<file path="src/rtl/gate3_gates.sv">
// Lamp driver for Right/Left built three independent ways (gates, expression, table),
// registered for one-cycle latency, with a sticky flag raised if the three ever disagree.
module gate3_gates (
  input  logic Clock,
  input  logic Resetn,
  input  logic All,
  input  logic Blink,
  output logic Right,
  output logic Left,
  output logic NotBlink,
  output logic Mismatch
);

  // Table path, bit index = {All,Blink}
  localparam logic [3:0] RIGHT_TBL = 4'b1110;
  localparam logic [3:0] LEFT_TBL  = 4'b1101;

  logic w1;
  logic rightG, leftG;
  logic rightE, leftE;
  logic rightT, leftT;
  logic [1:0] sel;

  // Path G: primitives only
  not u_inv   (w1, Blink);
  or  u_or_r  (rightG, All, Blink);
  or  u_or_l  (leftG, All, w1);

  // Path E: kept free of w1 so it stays independent of the gate path
  assign rightE = All | Blink;
  assign leftE  = All | ~Blink;

  assign sel    = {All, Blink};
  assign rightT = RIGHT_TBL[sel];
  assign leftT  = LEFT_TBL[sel];

  logic right_q, left_q, notblink_q, mismatch_q;
  logic right_d, left_d, notblink_d, mismatch_d;
  logic disagree;

  always_comb begin
    disagree   = (rightG != rightE) || (rightG != rightT) ||
                 (leftG  != leftE)  || (leftG  != leftT);
    right_d    = rightG;
    left_d     = leftG;
    notblink_d = w1;
    mismatch_d = mismatch_q | disagree;
  end

  always_ff @(posedge Clock) begin
    if (!Resetn) begin
      right_q    <= 1'b0;
      left_q     <= 1'b0;
      notblink_q <= 1'b1;
      mismatch_q <= 1'b0;
    end else begin
      right_q    <= right_d;
      left_q     <= left_d;
      notblink_q <= notblink_d;
      mismatch_q <= mismatch_d;
    end
  end

  assign Right    = right_q;
  assign Left     = left_q;
  assign NotBlink = notblink_q;
  assign Mismatch = mismatch_q;

endmodule

</file>
<file path="config.mk">
export PLATFORM = sky130hd
export DESIGN_NAME = gate3_gates
export DESIGN_NICKNAME = d
export VERILOG_FILES = /design/src/rtl/gate3_gates.sv
export SDC_FILE = /design/constraint.sdc
export NUM_CORES = 1
export LEC_CHECK = 0
export CAP_MARGIN = 20
export CORE_AREA = 2 2 39 41
export CTS_CLUSTER_DIAMETER = 60
export CTS_CLUSTER_SIZE = 28
export DETAILED_ROUTE_END_ITERATION = 10
export DIE_AREA = 0 0 41 43
export SLEW_MARGIN = 10
export SYNTH_ARGS = -nofsm -noshare
export SYNTH_HDL_FRONTEND = slang
export SYNTH_SLANG_ARGS = --single-unit
</file>
<file path="constraint.sdc">
create_clock -name Clock -period 0.8 [get_ports Clock]
set_input_delay 0.12 -clock Clock [delete_from_list [all_inputs] [get_ports Clock]]
set_output_delay 0.12 -clock Clock [all_outputs]
set_load 0.02 [all_outputs]
</file>
# == After elaboration in Yosys (flattened, before gate mapping) ==
# Index checks and enable logic that the tools add are counted.
# word_totals
regBits,4
in_bits,4
latch_bits,0
mem_count,0
ramBits,0
rom_bits,0
out_inout_bits,4
wordCells,16
# op_classes
order_cmp,1
n_addsub,0
div_mod_pow,0
eq_ne,2
n_bitwise,4
n_reduce_logical,1
mul,0
mux,4
n_shift,0
# ops
op,count
binary-select mux 1 bit (select 2 bit),2
less-than comparator 2 x 3 -> 1 bit (second input constant),1
bitwise OR 1 bit,3
two-way mux 1 bit,2
!= test 1 bit,2
logical OR 1 bit,1
NOT 1 bit,1

# == Depth between registers and ports, before layout ==
# logic_depth
depth_word,5
ltp_mapped,2
depth_no_buf,2

# == Worst setup path after synthesis ==
# Ideal clock, no wire load.
# synth_path
path_type,flip-flop to output port
startpoint,register left_q (netlist: Left)
endpoint,output Left
n_path_buf,0
path_stages_with_launch,1
slack_ps,285
t_arrival_ps,395
required_time_ps,680
cell_sequence,dfxtp_1
# synth_lines
item,line,source
"start, declared",37,"logic right_q, left_q, notblink_q, mismatch_q;"
"start signal, assigned",58,left_q <= left_d;
"end, declared",9,"output logic Left,"
# No word-level cell between the ends.

# == Final worst setup path ==
# layout_path
startpoint,register left_q (netlist: Left)
endpoint,output Left
# No word-level cell between the ends.

==> results.toml <==
[layout]
n_antenna_cell = 0
stdcell_area_um2 = 203
layout-drive-gt1-share_pct = 50.0
synthToLayoutAreaGrowth_pct = 108
final_cells = 34
fin_nets = 23
final_util_pct = 14.6

[yosys]
syn_nets = 13
ys_ff_latch = 3
yosysWarnings = 0
ys_types = 7
syn_inst = 9
synth.avg_cell_area_um2 = 10.8
syn-cell-area_um2 = 97.6
yosysSeqAreaShare_pct = 61.5

[timing]
period_minus_slack_ns = 0.776
final_hold_viol_count = 0
slew_violations = 0
timing.fmax_ghz = 1.29
holdWs_ns = 0.440
layout_worst_path_cycle_share_pct = 97.0
setup_viol = 0
rsz0062_at_grt = "false"

[cts]
cts_hold_buf = 0
cts-root-buf = "clkbuf_4"
clk_pin_slew_ns = 0.04
cts_tree = "done"
h-tree-depth = 1
cts.repair.resized = 15
cts_sinks = 3
postCtsSetupBuffers = 0
numCtsBuffers = 3
cts.path.max_buffers = 2

[grt]
grt.overflow.total = 0
grt_pass1_vias = 93
grt.total_usage_pct = 3.41
grt_max_degree = 4
antenna_found_initial = 0
grt_pass1_wl_um = 310

[place]
dpl_cell_area_um2 = 170
dp.cells = 30
port_buffers = 6
place.gp.congestion = 0.533

[die]
row_count = 14
initial_core_util_pct = 7.05
die_area_um2 = 1760
die_h_um = 43
coreArea_um2 = 1380
boundaryPins = 8
die_width_um = 41

[detailed_routing]
top_layer = "met3"
drc = 0
drtAntennaViolNets = 0
drt-pass1-iter-count = 1
routedWlPerCell_um = 5.97
vias = 83
m1WireLength_um = 73
dr.first_iter.drc_count = 0
drt-vias-per-instance = 2.44
wl_met3_um = 51
wl_met2_um = 77
drt-total-wl_um = 203

[setup_path]
crit_type = "reg -> out"
required_ns = 0.68
critPathMaxFanout = 1
cp-end-kind = "output pin"
cp.arrival_ns = 0.66
crit_path_cell_trace = "buf_6"
cpPeakStageDelay_ns = 0.31
cp_top_family = "flip-flops"
worstPathBufferInverterCount = 1
slowest_stage = "dfxtp_1"
startpoint_type = "flip-flop"

[pwr]
p_leak_nw = 0.0863
combinationalPowerShare_pct = 12.8
clkPwrFrac_pct = 53.5
p_switching_mw = 0.106
internal-power_mw = 0.383
p_sw_share_pct = 21.7
seq_power_share_pct = 33.7
ir_drop_uv = 261
pwr_density_cell_nw_per_um2 = 2410

[hold_path]
hold_class = "in -> reg"
holdPathEnd = "NotBlink$_SDFF_PN1_"
hold_depth = 2
min-delay-start = "Resetn"

[run]
drv_cap = 0

[outcome]
status = "finished clean"
-- how the worst max path moves through the flow --
stage | from | end | slack [ns] | cells past startpoint
2_1_floorplan | Left$_SDFF_PN0_ | Left | 0.28 | 0
5_1_grt | Left$_SDFF_PN0_ | Left | 0.001 | 1
6_report | Left$_SDFF_PN0_ | Left | 0.02 | 1
4_1_cts | NotBlink$_SDFF_PN1_ | NotBlink | 0.004 | 1
3_5_place_dp | NotBlink$_SDFF_PN1_ | NotBlink | -0.20 | 1
3_3_place_gp | NotBlink$_SDFF_PN1_ | NotBlink | -0.19 | 1
-- Yosys cell counts --
master	n	area, um^2
a21boi_2	1	11.3
buf_4	1	7.51
conb_1	1	3.75
dfxtp_1	3	60.1
inv_1	1	3.75
nand2_1	1	3.75
o21a_1	1	7.51
-- power by group through the flow --
| stage | registers [mW] | logic [mW] | clock network [mW] |
|---|---|---|---|
| finish | 0.165 | 0.0626 | 0.262 |
| global route | 0.165 | 0.0677 | 0.288 |
| CTS | 0.162 | 0.0579 | 0.280 |
| detailed placement | 0.164 | 0.0615 | 0 |
| global placement | 0.164 | 0.0600 | 0 |
| floorplan | 0.177 | 0.0157 | 0 |
-- registers in the layout (all words and copies together) (netlist names) --
register and flops:
Right 1, NotBlink 1, Left 1
-- layer usage --
layer	GRT usage (%)	up-vias
met4	8.00	0
li1	-	42
met5	0	-
met3	2.62	0
met1	2.24	33
met2	3.13	8
-- cells by family after synthesis --
| group | share of synthesized area [%] |
|---|---|
| AOI/OAI and AO/OA | 19.2 |
| buffers and inverters | 11.5 |
| other | 3.84 |
| and+or+nand+nor | 3.84 |
| DFF | 61.5 |
-- area by class of cell --
class                   count  area, um^2
clock buffers               4        26.3
repair buffers              6        63.8
inverters                   1        3.75
well taps                  16        20.0
fillers                   160        1180
multi-input cells           4        26.3
flip-flops and latches      3        62.6
-- placed cells by master, fill, tap and decap left out --
master           netlist  final
dfxtp_2                0      2
inv_1                  1      1
o21a_1                 1      1
dfxtp_1                3      1
buf_6                  0      3
a21boi_2               1      1
clkbuf_1               0      1
clkbuf_4               0      3
conb_1                 1      1
nand2_1                1      1
clkdlybuf4s50_1        0      3
-- stage by stage --
stage	TNS, ns	power [mW]	setup WS, ns
after floorplan	0	0.192	0.285
after global placement	-0.694	0.224	-0.193
after detailed placement	-0.760	0.226	-0.201
after CTS	0	0.500	0.00355
after global routing	0	0.522	0.00145
final	0	0.489	0.0244
Note: power is estimated with default switching activity, not from simulation.
